File: config.mk
export PLATFORM = sky130hd
export DESIGN_NAME = display_arbiter_flat
export DESIGN_NICKNAME = d
export VERILOG_FILES = /design/src/rtl/display_arbiter_if.sv /design/src/rtl/display_arbiter.sv /design/src/flat_wrapper.sv
export SDC_FILE = /design/constraint.sdc
export NUM_CORES = 1
export LEC_CHECK = 0
export ABC_CLOCK_PERIOD_IN_PS = 2800
export CORE_MARGIN = 2
export CORE_UTILIZATION = 56
export DETAILED_ROUTE_END_ITERATION = 6
export PLACE_DENSITY = 0.84
export RECOVER_POWER = 100
export SETUP_SLACK_MARGIN = 0.3
export SLEW_MARGIN = 0
export SYNTH_ARGS = -nofsm -noshare
export SYNTH_HDL_FRONTEND = slang
export SYNTH_SLANG_ARGS = --single-unit
File: constraint.sdc
create_clock -name clk -period 2.8 [get_ports clk]
set_input_delay 0.28 -clock clk [delete_from_list [all_inputs] [get_ports clk]]
set_output_delay 0.28 -clock clk [all_outputs]
set_load 0.01 [all_outputs]
File: src/rtl/display_arbiter_if.sv
// Bus between the display arbiter and its pattern sources: requests and patterns in; scan index, grant and display drive out.
// Defining DISPLAY_ARB_DIM_EN adds the brillo brightness input.
interface display_arbiter_if;
  logic       sol_err;
  logic       sol_anim;
  logic [6:0] seg_err;
  logic [6:0] seg_anim;
  logic [6:0] seg_idle;
`ifdef DISPLAY_ARB_DIM_EN
  logic [2:0] brillo;
`endif
  logic [2:0] digito;
  logic       tick_digito;
  logic [2:0] concesion;
  logic [6:0] segmentos;
  logic [7:0] anodos;

  modport master (
    input  sol_err, sol_anim, seg_err, seg_anim, seg_idle,
`ifdef DISPLAY_ARB_DIM_EN
    input  brillo,
`endif
    output digito, tick_digito, concesion, segmentos, anodos
  );

  modport slave (
    output sol_err, sol_anim, seg_err, seg_anim, seg_idle,
`ifdef DISPLAY_ARB_DIM_EN
    output brillo,
`endif
    input  digito, tick_digito, concesion, segmentos, anodos
  );
endinterface

File: src/rtl/display_arbiter.sv
// Scan controller and source arbiter for the shared 8-digit active-low 7-segment display.
// Defining DISPLAY_ARB_DIM_EN enables per-slot anode dimming through bus.brillo.
module display_arbiter #(
  parameter int SCAN_DIV = 100000,
  parameter int ERR_HOLD = 500
) (
  input logic               clk,
  input logic               rst,
  display_arbiter_if.master bus
);
  localparam int CW = $clog2(SCAN_DIV);
  localparam int HW = $clog2(ERR_HOLD + 1);
  localparam logic [CW-1:0] CNT_LAST = CW'(SCAN_DIV - 1);
  localparam logic [HW-1:0] HOLD_MAX = HW'(ERR_HOLD);

  typedef enum logic [1:0] {S_IDLE, S_ANIM, S_ERR, S_BLANK} state_t;

  state_t        state;
  state_t        pend;
  state_t        target;
  logic [CW-1:0] cnt;
  logic [HW-1:0] hold;
  logic [HW-1:0] hold_inc;
  logic [2:0]    digit;
  logic          tick;
  logic [2:0]    grant;
  logic [6:0]    seg_out;
  logic [7:0]    an_out;
  logic [6:0]    seg_sel;
  logic          slot_end;
  logic          frame_end;
  logic          err_done;
  logic          lit;

  function automatic logic [2:0] grant_of(state_t s);
    case (s)
      S_IDLE:  grant_of = 3'b001;
      S_ANIM:  grant_of = 3'b010;
      S_ERR:   grant_of = 3'b100;
      default: grant_of = 3'b000;
    endcase
  endfunction

  assign slot_end  = (cnt == CNT_LAST);
  assign frame_end = slot_end && (digit == 3'd7);
  assign target    = bus.sol_err ? S_ERR : (bus.sol_anim ? S_ANIM : S_IDLE);
  assign hold_inc  = (hold == HOLD_MAX) ? hold : hold + HW'(1);
  // The frame ending now counts toward the hold, so exit tests the incremented value.
  assign err_done  = frame_end && (hold_inc == HOLD_MAX) && !bus.sol_err;

`ifdef DISPLAY_ARB_DIM_EN
  logic [31:0] lit_lim;
  assign lit_lim = ((32'(bus.brillo) + 32'd1) * 32'(SCAN_DIV)) >> 3;
  assign lit     = (32'(cnt) < lit_lim);
`else
  assign lit     = 1'b1;
`endif

  // NOTE: every signal written in always_comb gets a default first, so no latch is inferred.
  always_comb begin
    seg_sel = 7'h7F;
    case (state)
      S_IDLE:  seg_sel = bus.seg_idle;
      S_ANIM:  seg_sel = bus.seg_anim;
      S_ERR:   seg_sel = bus.seg_err;
      default: seg_sel = 7'h7F;
    endcase
  end

  // NOTE: sequential state uses non-blocking assignments so every register samples pre-edge values.
  always_ff @(posedge clk) begin
    if (rst) begin
      cnt     <= '0;
      digit   <= '0;
      tick    <= 1'b0;
      hold    <= '0;
      state   <= S_IDLE;
      pend    <= S_IDLE;
      grant   <= 3'b001;
      an_out  <= 8'hFF;
      seg_out <= 7'h7F;
    end else begin
      cnt  <= slot_end ? '0 : cnt + CW'(1);
      tick <= slot_end;

      if (slot_end) begin
        digit <= digit + 3'd1;
        case (state)
          S_BLANK: begin
            state <= pend;
            grant <= grant_of(pend);
            digit <= '0;
            hold  <= '0;
          end
          S_ERR: begin
            if (frame_end) hold <= hold_inc;
            if (err_done) begin
              state <= S_BLANK;
              pend  <= target;
              grant <= 3'b000;
            end
          end
          default: begin
            // Error preempts on any slot boundary; other changes wait for the frame end.
            if (target == S_ERR || (frame_end && target != state)) begin
              state <= S_BLANK;
              pend  <= target;
              grant <= 3'b000;
            end
          end
        endcase
      end

      seg_out <= seg_sel;
      if (state == S_BLANK || !lit) an_out <= 8'hFF;
      else                          an_out <= ~(8'h80 >> digit);
    end
  end

  assign bus.digito      = digit;
  assign bus.tick_digito = tick;
  assign bus.concesion   = grant;
  assign bus.segmentos   = seg_out;
  assign bus.anodos      = an_out;
endmodule
File: src/flat_wrapper.sv
// flat-port wrapper written by rule: the top's interface ports become plain ports
module display_arbiter_flat 
#(
  parameter int SCAN_DIV = 100000,
  parameter int ERR_HOLD = 500
)
  (clk, rst, bus_sol_err, bus_sol_anim, bus_seg_err, bus_seg_anim, bus_seg_idle, bus_digito, bus_tick_digito, bus_concesion, bus_segmentos, bus_anodos);
  display_arbiter_if bus_i ();
  input logic clk;
  input logic rst;
  input wire logic [$bits(bus_i.sol_err)-1:0] bus_sol_err;
  input wire logic [$bits(bus_i.sol_anim)-1:0] bus_sol_anim;
  input wire logic [$bits(bus_i.seg_err)-1:0] bus_seg_err;
  input wire logic [$bits(bus_i.seg_anim)-1:0] bus_seg_anim;
  input wire logic [$bits(bus_i.seg_idle)-1:0] bus_seg_idle;
  output wire logic [$bits(bus_i.digito)-1:0] bus_digito;
  output wire logic [$bits(bus_i.tick_digito)-1:0] bus_tick_digito;
  output wire logic [$bits(bus_i.concesion)-1:0] bus_concesion;
  output wire logic [$bits(bus_i.segmentos)-1:0] bus_segmentos;
  output wire logic [$bits(bus_i.anodos)-1:0] bus_anodos;
  assign bus_i.sol_err = bus_sol_err;
  assign bus_i.sol_anim = bus_sol_anim;
  assign bus_i.seg_err = bus_seg_err;
  assign bus_i.seg_anim = bus_seg_anim;
  assign bus_i.seg_idle = bus_seg_idle;
  assign bus_digito = bus_i.digito;
  assign bus_tick_digito = bus_i.tick_digito;
  assign bus_concesion = bus_i.concesion;
  assign bus_segmentos = bus_i.segmentos;
  assign bus_anodos = bus_i.anodos;
  display_arbiter #(.SCAN_DIV(SCAN_DIV), .ERR_HOLD(ERR_HOLD)) u_core (.clk(clk), .rst(rst), .bus(bus_i));
endmodule
## Yosys cells after proc, flatten, opt, wreduce, memory -nomap -nowiden

Index checks and enable logic that the tools add are counted.

| cells by class | value |
|---|---|
| add/subtract/negate cells | 3 |
| $mul | 0 |
| divide/modulo/power cells | 0 |
| $lt $le $gt $ge | 0 |
| equality and inequality tests | 13 |
| shift-type cells | 1 |
| multiplexer cells | 17 |
| bitwise operators | 2 |
| reductions and logical operators | 16 |

Operators by type and width:

| cell | number |
|---|---|
| 7-bit one-hot mux with 3 select lines | 1 |
| 9-bit equality test, second input constant | 2 |
| 9-bit 2-to-1 mux | 2 |
| 9-bit one-hot mux with 2 select lines | 1 |
| 17-bit by 1-bit adder with 17-bit output, second input constant | 1 |
| 17-bit equality test, second input constant | 1 |
| 2-bit 2-to-1 mux | 5 |
| 9-bit by 1-bit adder with 9-bit output, second input constant | 1 |
| 3-bit 2-to-1 mux | 3 |
| 3-bit one-hot mux with 3 select lines | 1 |
| 2-bit equality test, second input constant | 4 |
| 8-bit NOT | 1 |
| 2-bit one-hot mux with 2 select lines | 2 |
| 8-bit by 3-bit right shift with 8-bit output, first input constant | 1 |
| 3-bit one-hot mux with 2 select lines | 1 |
| 3-bit AND reduction | 2 |
| 2-bit by 1-bit equality test with 1-bit output, second input constant | 2 |
| 1-bit logical AND | 4 |
| 2-bit logical NOT | 2 |
| 2-bit by 1-bit inequality test with 1-bit output, second input constant | 2 |
| 4-bit AND reduction | 1 |
| 2-bit nonzero test | 2 |
| 2-bit OR reduction | 2 |
| 3-bit by 1-bit adder with 3-bit output, second input constant | 1 |
| 7 further kinds | 7 |

| storage, ports and cells | value |
|---|---|
| register bits | 52 |
| latch bits | 0 |
| bits in writable memories | 0 |
| bits in read-only memories | 0 |
| bits of input ports | 25 |
| word-level logic and storage cells | 61 |
| memories | 0 |

## Depth between registers and ports, before layout

| logic depth | value |
|---|---|
| depth after elaboration | 7 |
| depth in mapped cells | 9 |

## Worst setup path after synthesis

Ideal clock, no wire load.

| timing path | value |
|---|---|
| path type | flip-flop to flip-flop |
| from | register u_core.digit[0], in the netlist u_core.bus.digito[0] |
| to | register u_core.state[0] |
| setup time | 0.088 ns |
| data arrival time | 1.860 ns |
| required time | 2.712 ns |
| path slack | 0.852 ns |
| stages on the path, launching flop included | 8 |
| path buffers | 0 |
| clock period less this slack | 1.948 ns |
| cell sequence | dfxtp_1 > ha_1 > ha_1 > nor3b_1 > nand2_1 > a31o_2 > o31a_1 > nor4_2 |

| on the way | value |
|---|---|
| cells in the longest elaborated chain, start to end | 6 |

Ends and longest elaborated chain:

| what | line | text |
|---|---|---|
| start: declaration | display_arbiter.sv:24 | `logic [2:0] digit;` |
| start signal: assignment | display_arbiter.sv:87 | `digit <= digit + 3'd1;` |
| 3-bit equality test (*) | display_arbiter.sv:45 | `assign frame_end = slot_end && (digit == 3'd7);` |
| 1-bit logical AND (*) | display_arbiter.sv:45 |  |
| 1-bit logical AND, on equally long branches | display_arbiter.sv:49, display_arbiter.sv:105 |  |
| 1-bit logical AND / 1-bit logical OR (equally long branches) | display_arbiter.sv:49, display_arbiter.sv:105 |  |
| 2-bit by 1-bit inequality test with 1-bit output (no source line) / 3-bit nonzero test (equally long branches) | - |  |
| 3-bit AND reduction (no source line) (*) | - |  |
| end signal: assignment | display_arbiter.sv:90 | `state <= pend;` |
| end: declaration | display_arbiter.sv:18 | `state_t state;` |

Every way passes the cells marked *; elsewhere a longest branch is shown, timed or not.
A chain may end at the register's enable or synchronous reset.

## Worst setup path in the final report

| timing path | value |
|---|---|
| from | register u_core.cnt[0] |
| to | register u_core.state[0] |

| on the way | value |
|---|---|
| cells in the longest elaborated chain, start to end | 6 |

Ends and longest elaborated chain:

| what | line | text |
|---|---|---|
| start: declaration | display_arbiter.sv:21 | `logic [CW-1:0] cnt;` |
| start signal: assignment | display_arbiter.sv:83 | `cnt <= slot_end ? '0 : cnt + CW'(1);` |
| 17-bit equality test (*) | display_arbiter.sv:44 | `assign slot_end = (cnt == CNT_LAST);` |
| 1-bit logical AND | display_arbiter.sv:45 |  |
| 1-bit logical AND, on equally long branches | display_arbiter.sv:49, display_arbiter.sv:105 |  |
| 1-bit logical AND / 1-bit logical OR (equally long branches) | display_arbiter.sv:49, display_arbiter.sv:105 |  |
| 2-bit by 1-bit inequality test with 1-bit output (no source line) / 3-bit nonzero test (equally long branches) | - |  |
| 3-bit AND reduction (no source line) (*) | - |  |

Marked as above.

==> out/qor.yml <==
drt-total-wl_mm: 5.36
p_per_area_nw_per_um2: 432
min_period_over_period_pct: 84.4
finalHoldViolations: 0
cp_slowest_cell: "nand4_1"
die_area_sq_um: 5250
io_buffers: 46
cp_top_family: "simple AND/OR/NAND/NOR gates"
first_global_vias: 2074
dp_hpwl_mm: 3.92
finalSetupTns_ns: 0
drive_above_1_share_pct: 9.62
boundaryPins: 47
worstHoldStart: "u_core.cnt[0]"
antenna_found_initial: 0
synthDistinctLibCells: 57
setup_ws_ns: 0.436
path_cells: "ha_1, and4_1, nand4_1, buf_4, o31a_1, nor4_2"
ir_worst_vdd_uv: 287
holdBufCountCts: 0
relSlewSlack_pct: 38.2
gp_routability_congestion: 0.904
clk_pin_slew_ns: 0.09
drv_slew: 0
fin_nets: 376
r2r-start: "u_core.cnt[0]"
cts_buffer_depth: 2
die_width_um: 72.5
end_kind: "flip-flop"
synth-edff-count: 0
rows: 24
status: "finished, final reports clean"
wl_per_cell_um: 13.6
crit_type: "flip-flop to flip-flop"
syn_nets: 332
antennaDiodeCount: 0
crit_start: "u_core.cnt[0]"
drtPass1Iterations: 4
syn_to_final_growth_pct: 22.5
fmax_mhz: 423
ys.flop_type: "dfxtp_1"
die_h_um: 72.5
cts_buffers: 5
ys_seq_elements: 52
rsz0062_at_grt: "no"
cap_violations: 0
clock_latency_ns: 0.30
synthesis.area_sq_um: 2630
postCtsSetupBuffers: 0
drtIter0Drc: 124
skew_ns: 0.00330
cts_tree: "yes"
vias: 2317
hold_class: "flip-flop to flip-flop"
cp.arrival_ns: 2.58
syn_inst: 298
async_reset_ff_share_pct: 0
yosysWarnings: 0
setup_viol: 0
avgViaCountPerCell: 5.87
fin_util_pct: 72.4
clock_sinks: 52
grt_overflow_total: 0
initial_core_util_pct: 59.1
n_fill_cell: 358
crit_buf_inv: 1
avgSynthCellArea_sq_um: 8.81
worst_ep_required_time_ns: 3.02
grt_max_degree: 20
drc_errors: 0
ctsResizeCount: 0
leakage_uw: 0.00111
seq_area_frac_synth_pct: 39.6
grt_pass1_wl_mm: 8.86
ant_nets: 0
htreeDepth: 2
cp-start-kind: "flip-flop"
cts-root-buf: "clkbuf_8"
period_needed_ns: 2.36
critPathMaxStageDelay_ns: 0.46
worstPathMaxFanout: 12
place_ws_ns: 0.647
grt_usage_pct: 21.1
core_area_sq_um: 4440
worst_slew_pin_slew_ns: 0.921
[state kept, by name, indices dropped and copies added (netlist names)]
register and cells:
u_core.pend 2, u_core.cnt 17, u_core.bus.tick_digito 1, u_core.hold 9, u_core.state 2, u_core.bus.segmentos 7
u_core.bus.digito 3, u_core.bus.concesion 3, u_core.bus.anodos 8
[path summary, 6_finish.rpt]
| path | to | cells after the start | slack [ns] |
|---|---|---|---|
| min reg2reg | u_core.cnt[0] | 1 | 0.47 |
| min | u_core.cnt[0] | 1 | 0.47 |
| max | u_core.state[0] | 6 | 0.44 |
| max reg2reg | u_core.state[0] | 6 | 0.44 |
[synth_stat cells (2+ instances only)]
cell type,number,share of area [%]
dfxtp_1,52,40
nor2_1,34,4.9
nand2_1,28,4.0
a21oi_1,17,3.2
nand3_1,13,2.5
nand2b_1,10,2.4
ha_1,9,4.3
inv_1,9,1.3
nor3_1,9,1.7
xor2_1,9,3.0
mux2_2,7,3.0
nand4_1,7,1.7
o22ai_1,7,1.7
clkbuf_1,6,0.86
o21ai_0,6,1.1
xnor2_1,6,2.0
nor3b_1,5,1.4
and3_1,4,0.95
buf_4,4,1.1
nor4_1,4,0.95
a311oi_1,3,1.0
and2_1,3,0.71
nand3b_1,3,0.86
a31oi_1,2,0.48
and4b_1,2,0.76
buf_2,2,0.38
buf_6,2,0.86
nand4_2,2,0.95
nor4_2,2,0.95
o211ai_1,2,0.57
o21a_1,2,0.57
o41ai_1,2,0.67
[metrics by stage]
step	cell area (sq um)	std cells	total power, uW	hold slack (ns)
after floorplan	2630	298	807	0.408
after global placement	3100	387	858	0.442
after detailed placement	3100	387	860	0.446
after CTS	3230	395	1400	0.475
after global routing	3220	395	1430	0.493
final	3220	395	1390	0.471
[power breakdown]
group	leakage [uW]	internal, uW	total [uW]	switching (uW)
logic	0.000624	52.5	86.2	33.7
registers	0.000422	749	753	4.70
clock network	0.0000645	315	549	234
total	0.00111	1120	1390	272
[area by class of cell]
cell class,count,area (sq um),area share (%)
Multi-Input combinational cell,223,1450,45.2
Sequential cell,52,1040,32.3
Timing Repair Buffer,51,498,15.5
Clock buffer,7,96.3,2.99
Tap cell,52,65.1,2.02
Inverter,9,33.8,1.05
Clock inverter,1,30.0,0.933
[metal layers]
metal / up-vias / routed length [um] / GRT usage (%)
met1: 1081 / 2400 / 24.6
met2: 75 / 2570 / 37.8
met4: 0 / 63 / 8.02
li1: 1156 / - / -
met5: - / 0 / 0
met3: 5 / 332 / 4.72
[layout by cell type (no fill, tap or decap), types with 8 or more instances in the layout]
cell type,synthesis,final
a21oi_1,17,17
nand2b_1,10,10
clkdlybuf4s50_1,0,23
inv_1,9,9
nand3_1,13,13
nand4_1,7,8
xor2_1,9,9
dlygate4sd3_1,0,23
nor3_1,9,9
dfxtp_1,52,52
nor2_1,34,34
nand2_1,28,28
ha_1,9,9
[kinds of logic after synthesis]
kind of cell,count (synthesis),share of synthesized area (%)
muxes,8,3.38
xor gates and xnor gates,15,5.00
buffers and inverters,23,4.53
and+or+nand+nor,142,30.4
AOI/OAI and AO/OA,49,12.8
DFF,52,39.6
adders and majority gates,9,4.29
No activity file was read; power rests on OpenSTA's default activity.
==> RTL change (config.mk and constraints unchanged) <==
Reset style: asynchronous (`rst`), changed in one clocked block.
--- a/src/rtl/display_arbiter.sv
+++ b/src/rtl/display_arbiter.sv
@@ -68,7 +68,7 @@
   end
 
   // NOTE: sequential state uses non-blocking assignments so every register samples pre-edge values.
-  always_ff @(posedge clk) begin
+  always_ff @(posedge clk or posedge rst) begin
     if (rst) begin
       cnt     <= '0;
       digit   <= '0;
Function: differs if rst is asserted again (counterexample within 4 cycles, from zero or initial values and one cycle with rst high); with rst held inactive, the same outputs for 10 cycles.
==> RTL change against the original RTL <==
Sequential cell count unchanged. Count of clock-buffer cells in the layout increased by 1. Wire length increased by 5.8%. Core utilization decreased by 2.1 points. Worst setup slack got worse by 0.066 ns. Critical path depth increased by 1. Global-route usage increased by 1.9 points. Sequential share of layout area increased by 7.7 points. Critical path type unchanged. Total power decreased by 9.6%. Clock skew increased by 0.0073 ns. Final area increased by 2.6%. Synthesized area increased by 3.4%.
==> RTL change: results (changes against the original RTL) <==
ys flop type dfrtp_1 (was dfxtp_1); R2R Setup Slk 0.37 ns (was 0.44 ns); crit-path leading delay family simple AND/OR/NAND/NOR gates (unchanged); Worst-path clk slew 0.09 ns (about the same); startpoint types flop (unchanged); I/O Buffers 46 (unchanged); max FFs per register 17 (unchanged); Largest Register u_core.cnt (unchanged); Root Buffer Master clkbuf_8 (unchanged); initial drt markers 186 (was 124); largest net degree at the start of global routing 53 (was 20); Detailed Route WL 5670 um (was 5360 um); worst vdd ir 0.372 mV (was 0.287 mV); Critical R2R Launch u_core.hold[0] (was u_core.cnt[0]); H-tree levels 2 (unchanged); Fill cells 340 (was 358); crit-path max FO 7 (was 12); share of cells above drive strength 1 12.8% (was 9.62%); Final Skew 0.0106 ns (was 0.00330 ns); sequential fraction of the synthesis area 48.7% (was 39.6%); Area contributors post-synth dfrtp_1, dfstp_2, ha_1, o21ai_0, nor2_1 (was dfxtp_1, nor2_1, ha_1, nand2_1, a21oi_1); Critical Path Max Stage Delay 0.50 ns (was 0.46 ns); number of clock buffers inserted by TritonCTS 5 (unchanged); # setup viols final 0 (unchanged); fraction of registers with async set/reset 100% (was 0%); post-synth net total 295 (was 332); CTS Buffer Depth 2 (unchanged); number of nets in the layout 345 (was 376); CP max stage cell dfrtp_1 (was nand4_1); initial antenna violation count 0 (unchanged); Unique masters post-synth 53 (was 57); switching power 0.253 mW (was 0.272 mW); CP arrival 2.62 ns (was 2.58 ns); global-route wire length before repair 9510 um (was 8860 um); crit path to u_core.pend[1] (was u_core.state[0]); Synth Warn # 0 (unchanged); worst reg2reg path depth 7 (was 6); status complete, no violations (unchanged); RD Place Congestion 0.869 (was 0.904); GRT Resource Usage Total 23.1% (was 21.1%); worst-skew pair later-pin latency 0.30 ns (about the same); commonest cells in the netlist dfrtp_1, nor2_1, o21ai_0, nand2_1, nand3_1 (was dfxtp_1, nor2_1, nand2_1, a21oi_1, nand3_1); Hold Path Class flop to flop (unchanged); Lkg Pwr 1.44 nW (was 1.11 nW); number of global-route vias before repair 2015 (was 2074); via count 2127 (was 2317); DP HPWL 4090 um (was 3920 um); ant diodes 0 (unchanged); Hold Startpoint u_core.bus.concesion[2] (was u_core.cnt[0]); Max transition margin 18.9% (was 38.2%); Critical R2R Capture u_core.pend[1] (was u_core.state[0]); drt first pass iters 4 (unchanged)
-- RTL change: cell count changes after synthesis, sizes merged, moves of 5 or more --
cell	delta
mux2	-5
nand2	-11
nand2b	-9
mux2i	+6
o21ai	+15
nor2	-10
dfrtp	+36
o22ai	-6
dfstp	+16
a21oi	-5
dfxtp	-52
nor2b	+5
-- RTL change: per-stage QoR --
| stage | cell area [um2] | worst slack (ns) | power, mW | std cells | hold WS (ns) |
|---|---|---|---|---|---|
| final | 3300 | 0.370 | 1.26 | 366 | 0.491 |
| after floorplan | 2720 | 0.731 | 0.797 | 261 | 0.410 |
| after detailed placement | 3220 | 0.358 | 0.848 | 356 | 0.483 |
| after global routing | 3300 | 0.202 | 1.32 | 366 | 0.523 |
| after CTS | 3310 | 0.322 | 1.27 | 364 | 0.482 |
| after global placement | 3220 | 0.457 | 0.847 | 356 | 0.469 |
-- RTL change: worst min path at each step --
| stage | to | slack [ns] | cells after the start |
|---|---|---|---|
| after floorplan | u_core.bus.segmentos[0] | 0.41 | 2 |
| after global placement | u_core.bus.concesion[2] | 0.47 | 1 |
| after detailed placement | u_core.bus.concesion[2] | 0.48 | 1 |
| after CTS | u_core.hold[3] | 0.48 | 3 |
| after global routing | u_core.bus.segmentos[6] | 0.52 | 3 |
| final | u_core.bus.concesion[2] | 0.49 | 1 |
-- RTL change: power groups by stage --
stage | Sequential (mW) | Clock, mW | Combinational (mW)
floorplan | 0.778 | 0 | 0.0184
global placement | 0.775 | 0 | 0.0720
detailed placement | 0.775 | 0 | 0.0730
CTS | 0.762 | 0.440 | 0.0732
global route | 0.762 | 0.479 | 0.0761
finish | 0.761 | 0.425 | 0.0689
-- RTL change: metal layers --
layer  GRT usage (%)  part of all wire, %
met1            30.6                   42
met5               0                    0
met4            7.88                  1.9
met2            38.0                   50
met3            4.53                  5.4
-- RTL change: layout make-up --
cell class              instances  area [um2]  area share, %
repair buffers                 51         488           14.8
well taps                      54        67.6           2.05
clock buffers                   8        90.1           2.73
inverters                      10        37.5           1.14
flip-flops and latches         52        1320           40.0
multi-input cells             191        1300           39.3
-- RTL change: cell families after synthesis --
family / Yosys count / share of synthesized area [%]
compound gates: 52 / 12.9
xor+xnor: 16 / 5.16
fa+ha+maj: 9 / 4.15
buf+inv: 18 / 3.18
flops: 52 / 48.7
mux: 9 / 3.41
simple gates: 105 / 22.6
-- RTL change: timing repair --
action,CTS,global route
buffers inserted,0,2
endpoints found under the setup margin,0,12
resized for setup,0,5
